==> src/rtl/ami_rd_arb.sv <==
// Round-robin read arbiter: merges NR AR requesters into one AMI read port and
// routes R beats back by the index carried in the top bits of the ID.

module ami_rd_arb_ost #(
    parameter int MAX_OST = 4,
    parameter int OCW     = $clog2(MAX_OST + 1)
) (
    input  logic           ACLK,
    input  logic           ARESET,
    input  logic           i_inc,
    input  logic           i_dec,
    output logic           o_full,
    output logic           o_nz
);
    logic [OCW-1:0] r_cnt;

    // Simultaneous grant and last beat cancel; saturating guards keep it from wrapping.
    always_ff @(posedge ACLK or posedge ARESET) begin
        if (ARESET) begin
            r_cnt <= '0;
        end else if (i_inc && !i_dec && r_cnt != OCW'(MAX_OST)) begin
            r_cnt <= r_cnt + 1'b1;
        end else if (i_dec && !i_inc && r_cnt != '0) begin
            r_cnt <= r_cnt - 1'b1;
        end
    end

    assign o_full = (r_cnt >= OCW'(MAX_OST));
    assign o_nz   = (r_cnt != '0);
endmodule

module ami_rd_arb #(
    parameter int NR         = 4,
    parameter int AXI_IW     = 8,
    parameter int AXI_AW     = 32,
    parameter int AXI_LW     = 8,
    parameter int AXI_SW     = 3,
    parameter int AXI_BURSTW = 2,
    parameter int AXI_DW     = 128,
    parameter int AXI_RRESPW = 2,
    parameter int MAX_OST    = 4,
    localparam int IXW       = $clog2(NR),
    localparam int UIW       = AXI_IW - IXW,
    localparam int OCW       = $clog2(MAX_OST + 1)
) (
    input  logic                     ACLK,
    input  logic                     ARESET,
    input  logic [NR*UIW-1:0]        req_arid,
    input  logic [NR*AXI_AW-1:0]     req_araddr,
    input  logic [NR*AXI_LW-1:0]     req_arlen,
    input  logic [NR*AXI_SW-1:0]     req_arsize,
    input  logic [NR*AXI_BURSTW-1:0] req_arburst,
    input  logic [NR-1:0]            req_arvalid,
    output logic [NR-1:0]            req_arready,
    output logic [UIW-1:0]           req_rid,
    output logic [AXI_DW-1:0]        req_rdata,
    output logic [AXI_RRESPW-1:0]    req_rresp,
    output logic                     req_rlast,
    output logic [NR-1:0]            req_rvalid,
    input  logic [NR-1:0]            req_rready,
    output logic [AXI_IW-1:0]        m_arid,
    output logic [AXI_AW-1:0]        m_araddr,
    output logic [AXI_LW-1:0]        m_arlen,
    output logic [AXI_SW-1:0]        m_arsize,
    output logic [AXI_BURSTW-1:0]    m_arburst,
    output logic                     m_arvalid,
    input  logic                     m_arready,
    input  logic [AXI_IW-1:0]        m_rid,
    input  logic [AXI_DW-1:0]        m_rdata,
    input  logic [AXI_RRESPW-1:0]    m_rresp,
    input  logic                     m_rlast,
    input  logic                     m_rvalid,
    output logic                     m_rready,
    output logic                     err_badid,
    output logic                     busy
);
    logic [UIW-1:0]        w_arid    [NR];
    logic [AXI_AW-1:0]     w_araddr  [NR];
    logic [AXI_LW-1:0]     w_arlen   [NR];
    logic [AXI_SW-1:0]     w_arsize  [NR];
    logic [AXI_BURSTW-1:0] w_arburst [NR];

    logic [NR-1:0]     w_full, w_nz, w_elig, w_inc, w_dec;
    logic              w_load, w_found, w_fire;
    logic [IXW-1:0]    w_gnt, w_ptr_nxt, w_idx;
    logic              w_bad;

    logic              r_arvalid;
    logic [AXI_IW-1:0] r_arid;
    logic [AXI_AW-1:0] r_araddr;
    logic [AXI_LW-1:0] r_arlen;
    logic [AXI_SW-1:0] r_arsize;
    logic [AXI_BURSTW-1:0] r_arburst;
    logic [IXW-1:0]    r_ptr;
    logic              r_err;

    assign w_load = !r_arvalid || m_arready;
    assign w_fire = w_load && w_found;

    assign w_idx = m_rid[AXI_IW-1 -: IXW];
    assign w_bad = ({1'b0, w_idx} >= (IXW+1)'(NR));

    for (genvar k = 0; k < NR; k++) begin : g_req
        assign w_arid[k]    = req_arid[k*UIW +: UIW];
        assign w_araddr[k]  = req_araddr[k*AXI_AW +: AXI_AW];
        assign w_arlen[k]   = req_arlen[k*AXI_LW +: AXI_LW];
        assign w_arsize[k]  = req_arsize[k*AXI_SW +: AXI_SW];
        assign w_arburst[k] = req_arburst[k*AXI_BURSTW +: AXI_BURSTW];

        assign w_elig[k]      = req_arvalid[k] && !w_full[k];
        assign w_inc[k]       = w_fire && (w_gnt == IXW'(k));
        assign req_arready[k] = w_inc[k] && !ARESET;
        assign req_rvalid[k]  = m_rvalid && !w_bad && (w_idx == IXW'(k));
        assign w_dec[k]       = req_rvalid[k] && m_rready && m_rlast;

        ami_rd_arb_ost #(.MAX_OST(MAX_OST), .OCW(OCW)) u_ost (
            .ACLK   (ACLK),
            .ARESET (ARESET),
            .i_inc  (w_inc[k]),
            .i_dec  (w_dec[k]),
            .o_full (w_full[k]),
            .o_nz   (w_nz[k])
        );
    end

    // First eligible requester at or above the pointer, wrapping modulo NR.
    always_comb begin
        w_found = 1'b0;
        w_gnt   = '0;
        for (int i = 0; i < NR; i++) begin
            int c;
            c = int'(r_ptr) + i;
            if (c >= NR) c = c - NR;
            if (!w_found && w_elig[c]) begin
                w_found = 1'b1;
                w_gnt   = IXW'(c);
            end
        end
    end

    assign w_ptr_nxt = (w_gnt == IXW'(NR - 1)) ? '0 : w_gnt + 1'b1;

    always_ff @(posedge ACLK or posedge ARESET) begin
        if (ARESET) begin
            r_arvalid <= 1'b0;
            r_arid    <= '0;
            r_araddr  <= '0;
            r_arlen   <= '0;
            r_arsize  <= '0;
            r_arburst <= '0;
            r_ptr     <= '0;
        end else if (w_load) begin
            r_arvalid <= w_found;
            if (w_found) begin
                r_arid    <= {w_gnt, w_arid[w_gnt]};
                r_araddr  <= w_araddr[w_gnt];
                r_arlen   <= w_arlen[w_gnt];
                r_arsize  <= w_arsize[w_gnt];
                r_arburst <= w_arburst[w_gnt];
                r_ptr     <= w_ptr_nxt;
            end
        end
    end

    always_ff @(posedge ACLK or posedge ARESET) begin
        if (ARESET)                r_err <= 1'b0;
        else if (m_rvalid && w_bad) r_err <= 1'b1;
    end

    assign m_arvalid = r_arvalid;
    assign m_arid    = r_arid;
    assign m_araddr  = r_araddr;
    assign m_arlen   = r_arlen;
    assign m_arsize  = r_arsize;
    assign m_arburst = r_arburst;

    // Beats addressed to a nonexistent requester are swallowed so the port never stalls.
    assign m_rready  = w_bad ? 1'b1 : req_rready[w_idx];
    assign req_rid   = m_rid[UIW-1:0];
    assign req_rdata = m_rdata;
    assign req_rresp = m_rresp;
    assign req_rlast = m_rlast;

    assign err_badid = r_err;
    assign busy      = r_arvalid || (|w_nz);
endmodule

==> config.mk <==
export PLATFORM = sky130hd
export DESIGN_NAME = ami_rd_arb
export DESIGN_NICKNAME = d
export VERILOG_FILES = /design/src/rtl/ami_rd_arb.sv
export SDC_FILE = /design/constraint.sdc
export NUM_CORES = 1
export LEC_CHECK = 0
export ABC_AREA = 1
export CORE_AREA = 2 2 216 218
export DETAILED_ROUTE_END_ITERATION = 12
export DIE_AREA = 0 0 218 220
export PLACE_DENSITY = 0.4
export RECOVER_POWER = 25
export REMOVE_ABC_BUFFERS = 1
export SETUP_SLACK_MARGIN = 0.3
export SKIP_LAST_GASP = 1
export SLEW_MARGIN = 20
export SYNTH_ARGS = -nofsm -noshare
export SYNTH_HDL_FRONTEND = slang
export SYNTH_SLANG_ARGS = --single-unit
==> constraint.sdc <==
create_clock -name ACLK -period 3.4 [get_ports ACLK]
set_clock_uncertainty 0.05 [all_clocks]
set_input_delay 0.68 -clock ACLK [delete_from_list [all_inputs] [get_ports ACLK]]
set_output_delay 0.68 -clock ACLK [all_outputs]
set_load 0.03 [all_outputs]
# After elaboration in Yosys (flattened, before gate mapping)
# Cells that the tools add are included.
[classes] addsub=16 n_lt_le_gt_ge=14 n_eq_ne=10 muxes=50 bitwise_logic=1 reduce_logical=75
[op_table] cell="$mux W32" count=6
[op_table] cell="$lt A32 B4 Y1 const B" count=4
[op_table] cell="$bmux W32 S2" count=1
[op_table] cell="$logic_and A1 B1 Y1" count=44
[op_table] cell="$mux W3" count=10
[op_table] cell="$ge A3 B3 Y1 const B" count=8
[op_table] cell="$logic_not A1 Y1" count=17
[op_table] cell="$bmux W8 S2" count=1
[op_table] cell="$mux W8" count=2
[op_table] cell="$mux W2" count=7
[op_table] cell="$mux W1" count=13
[op_table] cell="$add A3 B1 Y3 const B" count=4
[op_table] cell="$bmux W6 S2" count=1
[op_table] cell="$mux W6" count=2
[op_table] cell="$ne A3 B3 Y1 const B" count=4
[op_table] cell="$reduce_bool A3 Y1" count=4
[op_table] cell="$sub A3 B1 Y3 const B" count=4
[op_table] cell="$sub A3 B3 Y4 const B" count=3
[op_table] cell="$bmux W1 S2" count=5
[op_table] cell="$eq A2 B2 Y1 const B" count=4
[op_table] cell="$reduce_bool A2 Y1" count=4
[op_table] cell="$add A2 B2 Y3 const B" count=2
[op_table] cell="$bmux W3 S2" count=1
[op_table] cell="$bmux W2 S2" count=1
[op_table] cell="other kinds (11)" count=14
[totals] ff_bits=68 input_bits=355 word_cells=177

# Logic depth before layout (Yosys ltp)
# Gate-level depths: netlist of run 1.
[depth] ltp_word=23 ltp_mapped=18 ltp_nobuf=16

# Modules after synthesis
# From an unflattened synthesis of run 1, not the netlist that was laid out.
[hier_totals] cells_unflattened=1092 area_unflattened_um2=6528.8
[modules_own_cells] module="ami_rd_arb" n_inst=1 cells_each=964 area_per_inst_um2=5693.0
[modules_own_cells] module="ami_rd_arb_ost" n_inst=4 cells_each=32 area_per_inst_um2=209.0

# Least setup slack after synthesis of run 1
# Ideal clock, no wire load.
[synth_path] kind="input to output" from="input port req_arvalid[3]" to="output port req_arready[1]" t_arrival_ns=2.032 required_ns=2.670 setup_slack_ns=0.638 path_stages=10 n_path_buf=1 path_cell_list="nand3_1 > nand3_1 > nand2_2 > nand3_1 > nand3_1 > nand2_1 > buf_6 > nor2_4 > nand2_1 > nor2_1"
[synth_via] elab_chain_len=17 word_cells_on_any_way=31
[synth_rtl] item="start, declared" line_no="53" rtl="input logic [NR-1:0] req_arvalid,"
[synth_rtl] item="$logic_and A1 B1 Y1 (*)" line_no="110" rtl="assign w_elig[k] = req_arvalid[k] && !w_full[k];"
[synth_rtl] item="$bmux W1 S2" line_no="134" rtl="if (!w_found && w_elig[c]) begin"
[synth_rtl] item="$mux W1 (implied by the code) (2 in a row)" line_no="134"
[synth_rtl] item="$mux W1" line_no="134"
[synth_rtl] item="$logic_not A1 Y1" line_no="134"
[synth_rtl] item="$logic_and A1 B1 Y1" line_no="134"
[synth_rtl] item="$mux W1" line_no="134"
[synth_rtl] item="$logic_not A1 Y1" line_no="134"
[synth_rtl] item="$logic_and A1 B1 Y1" line_no="134"
[synth_rtl] item="$mux W1" line_no="134"
[synth_rtl] item="$logic_not A1 Y1" line_no="134"
[synth_rtl] item="$logic_and A1 B1 Y1" line_no="134"
[synth_rtl] item="$mux W2 / $mux W1 (equally long branches)" line_no="134"
[synth_rtl] item="$eq A2 B1 Y1 / $logic_and A1 B1 Y1 (equally long branches)" line_no="111, 98"
[synth_rtl] item="$logic_and A1 B1 Y1 (*)" line_no="111" rtl="assign w_inc[k] = w_fire && (w_gnt == IXW'(k));"
[synth_rtl] item="$logic_and A1 B1 Y1 (*)" line_no="112" rtl="assign req_arready[k] = w_inc[k] && !ARESET;"
[synth_rtl] item="end, declared" line_no="54" rtl="output logic [NR-1:0] req_arready,"
# Every way passes the cells marked *; elsewhere a longest branch is shown, timed or not. The select of a mux whose other input is x is not followed.

# Worst setup path in the final report of run 1
[layout_path] from="register r_ptr[0]" to="output port req_arready[2]"
[layout_via] elab_chain_len=18 word_cells_on_any_way=45
[layout_rtl] item="start, declared" line_no="94" rtl="logic [IXW-1:0] r_ptr;"
[layout_rtl] item="start signal, assigned" line_no="160" rtl="r_ptr <= w_ptr_nxt;"
[layout_rtl] item="parallel branches: the longest is 16 deep, another holds $sub A3 B3 Y4"
[layout_rtl] item="$logic_and A1 B1 Y1 (*)" line_no="111"
[layout_rtl] item="$logic_and A1 B1 Y1 (*)" line_no="112"
# Every way passes the cells marked *. The select of a mux whose other input is x is not followed.

==> results of run 1 <==
[worst min path at each step]
stage | to | slack (ns) | cells after the start
after floorplan | g_req[3].u_ost.r_cnt[2]$_DFFE_PP0P_ | 0.41 | 2
after global placement | m_araddr[7]$_DFFE_PP0N_ | 0.41 | 2
after detailed placement | m_araddr[24]$_DFFE_PP0N_ | 0.41 | 2
after CTS | m_araddr[24]$_DFFE_PP0N_ | 0.43 | 2
after global routing | m_araddr[4]$_DFFE_PP0N_ | 0.45 | 2
final | m_araddr[24]$_DFFE_PP0N_ | 0.43 | 2
[flip-flops by register name, indices dropped and copies added (netlist names)]
name,cells
m_arid,8
m_arvalid,1
m_arburst,2
m_araddr,32
m_arsize,3
r_ptr,2
m_arlen,8
g_req.u_ost.r_cnt,12
[where the power goes]
group,switching (mW),total [mW],internal (mW),leakage (nW)
logic,4.73,7.63,2.91,2.89
clock network,0.437,1.04,0.607,0.149
registers,0.277,1.52,1.24,0.838
total,5.44,10.2,4.76,3.88
[area by class of cell]
| class | instances | area [um2] |
|---|---|---|
| clock buffers | 12 | 256 |
| well taps | 607 | 759 |
| fillers | 5253 | 36800 |
| flip-flops and latches | 68 | 1700 |
| multi-input cells | 575 | 2810 |
| clock inverters | 4 | 47.5 |
| inverters | 20 | 83.8 |
| repair buffers | 340 | 3380 |
[logic make-up (layout without fill, tap and decap cells)]
kind of cell,Yosys count,count (layout),share of synthesized area
xor+xnor,2,2,0.00303
simple gates,560,560,0.438
buf+inv,206,376,0.243
other cells,1,1,0.000649
fa+ha+maj,4,4,0.0139
flops,68,68,0.294
compound gates,8,8,0.00757
[layer usage]
layer / wire (um) / vias up / global-route usage / share of wire
li1: - / 2965 / - / -
met1: 12800 / 2910 / 0.142 / 0.23
met2: 23600 / 617 / 0.352 / 0.43
met3: 16400 / 56 / 0.315 / 0.30
met4: 1400 / 10 / 0.0542 / 0.025
met5: 684 / - / 0.105 / 0.012
[stage by stage]
step | worst slack, ns | cell area [um2] | util | setup TNS (ns) | hold WS, ns
after detailed placement | 0.0706 | 8480 | 0.185 | 0 | 0.414
final | 0.444 | 9040 | 0.197 | 0 | 0.428
after global routing | 0.281 | 9040 | 0.197 | 0 | 0.445
after CTS | 0.312 | 8920 | 0.195 | 0 | 0.431
after global placement | 0.0653 | 8480 | 0.185 | 0 | 0.412
after floorplan | -1.39 | 4460 | - | -67.97 | 0.413
[timing repair]
action | CTS | global route
hold buffers | 0 | 0
setup endpoints to repair | 6 | 58
setup buffers | 6 | 14
pin swaps | 13 | 3
resized for setup | 31 | 6
[Yosys cell counts, drive strengths merged]
| library cell | n |
|---|---|
| nor3 | 8 |
| buf | 185 |
| dfrtp | 68 |
| conb | 1 |
| xor2 | 2 |
| o22ai | 1 |
| nor2 | 19 |
| nand2 | 328 |
| o21ai | 4 |
| inv | 20 |
| o211ai | 1 |
| clkbuf | 1 |
| a21oi | 2 |
| nand4 | 57 |
| fa | 4 |
| nand3b | 4 |
| nand3 | 144 |
[worst min-delay path: stages (launching register included)]
cell and delay, ns:
dfrtp_1 0.34, nand2_1 0.05, nand2_1 0.05
==> key figures, run 1 <==
Floorplan
  – Initial Util: 0.126
  – Die Footprint: ~0.048 mm2
  – # rows: 79
  – Core region area: 0.0459 mm2
  – Die X: roughly 220 um
  – Die Ht: between 200 and 250 um
  – IO Pins: approximately 560

Clock network
  – Later-pin clock latency in the skew report: between 0.3 and 0.4 ns
  – CTS tree: yes
  – CTS Buf Count: 9
  – Clk sinks: 68
  – H-Tree Level Count: 3
  – Clock Pin Slew Worst Setup and Hold Paths: ~0.06 ns
  – CTS root buf: clkbuf_16
  – Buffer depth of the longest clock path: 2

Critical path
  – Top delay family on crit path: simple AND/OR/NAND/NOR gates
  – Crit start category: flop
  – WP depth: 12
  – CP startpoint: r_ptr[0]$_DFFE_PP0N_
  – CP max-delay cell: dfrtp_2
  – Worst path required time: about 2.7 ns
  – Worst setup path class: reg2out
  – Worst reg2reg path depth: 19
  – Crit path largest cell delay: around 0.47 ns
  – Worst setup path end: req_arready[2]
  – Buffers & Inverters on Critical Path: 3
  – Worst EP arrival: between 2 and 2.5 ns
  – Crit-path cells: buf_4 > nand3_1 > nand2_1 > nand2_1 > nand2_1 > a21oi_2 > nand2_1 > nand2_4 > buf_12 > nand3_2 > nor2_4 > buf_12
  – FF-to-FF setup slack: roughly 0.53 ns
  – Reg2reg end: m_araddr[29]$_DFFE_PP0N_
  – CP Capture Type: output port
  – Worst R2R Start: r_ptr[0]$_DFFE_PP0N_
  – Crit path max fanout: 6
  – Most used cell, CP: nand2_1

Route
  – Via/cell ratio: about 4.0
  – DRC Markers: 0
  – Via count: 6,558
  – Routed WL per cell: between 30 and 40 um
  – WL final: about 55,000 um
  – 1st-iter DRT viols: roughly 320
  – Pre-Repair DR Iteration Count: 5
  – DRT antenna net count: 0

Place
  – DP HPWL: approximately 48,000 um
  – Placed insts: 1,590
  – Routability cong.: 1.02
  – Port bufs: 283

Synthesis
  – Yosys top cell area share: 0.294
  – Distinct cells, synth: 30
  – Syn Inst Count: around 850
  – Yosys Warn Count: 0
  – Synth area leader: dfrtp_1
  – Post-synthesis sequential area ratio: 0.294
  – Synthesized flop and latch total: approximately 70
  – Main area contributors after synthesis: dfrtp_1, nand2_1, buf_4
  – Synthesized area per cell: roughly 6.8 um2
  – Mapped cell area: 0.00578 mm2

Outcome
  – Run status: finished, final reports clean

Global routing
  – Initial antenna violation count: 1
  – Pin count of the biggest net entering global routing: between 50 and 60
  – Global-route wire length before repair: between 60,000 and 70,000 um
  – GR Util All Layers: 0.225
  – Vias in the first global route: approximately 6,400
  – Global route overflow: 0

Finish
  – Layout Cells excl Fill: 1,626
  – Commonest non-fill, non-tap cell in the layout: nand2_1
  – P&R area growth vs syn: 56.4%
  – Commonest non-fill, non-tap cells in the layout: nand2_1, clkdlybuf4s50_1, nand3_1, dfrtp_1, nand4_1
  – Fin nets: 1,373
  – Share of layout cells above drive strength 1: 0.117
  – N_diodes: 0

STA
  – Period utilization: 0.869
  – Headroom to the max-slew limit: 0.496
  – Peak Freq: 0.338 GHz
  – Final setup viols: 0
  – Pins Over Slew Limit: 0
  – Final Hold Viols: 0
  – Worst Tran Pin Value: roughly 0.76 ns
  – Period minus WS final: between 2 and 3 ns
  – Unrepaired setup endpoints after global routing: yes

Worst hold path
  – Hold path startpoint: m_araddr[24]$_DFFE_PP0N_
  – Hold crit path type: reg2reg

Power
  – Total power: approximately 10 mW
  – Leakage power: just under 4 nW
  – P per Cell Area: between 1000 and 1500 mW/mm2
  – Maximum ir drop on the vdd rail: approximately 480 uV

Flow run
  – Max Cap Viol: 0
Note: power is estimated with default switching activity, not from simulation.
==> run 2: changes to the inputs <==
Settings changed: CAP_MARGIN set to 20.
==> results of run 2 <==
Final layout, timing and power as in run 1 (identical DEF).
==> run 3: changes to the inputs <==
Settings changed: CAP_MARGIN 20 to not set.
==> results of run 3 <==
Final layout, timing and power as in run 1 (identical DEF).
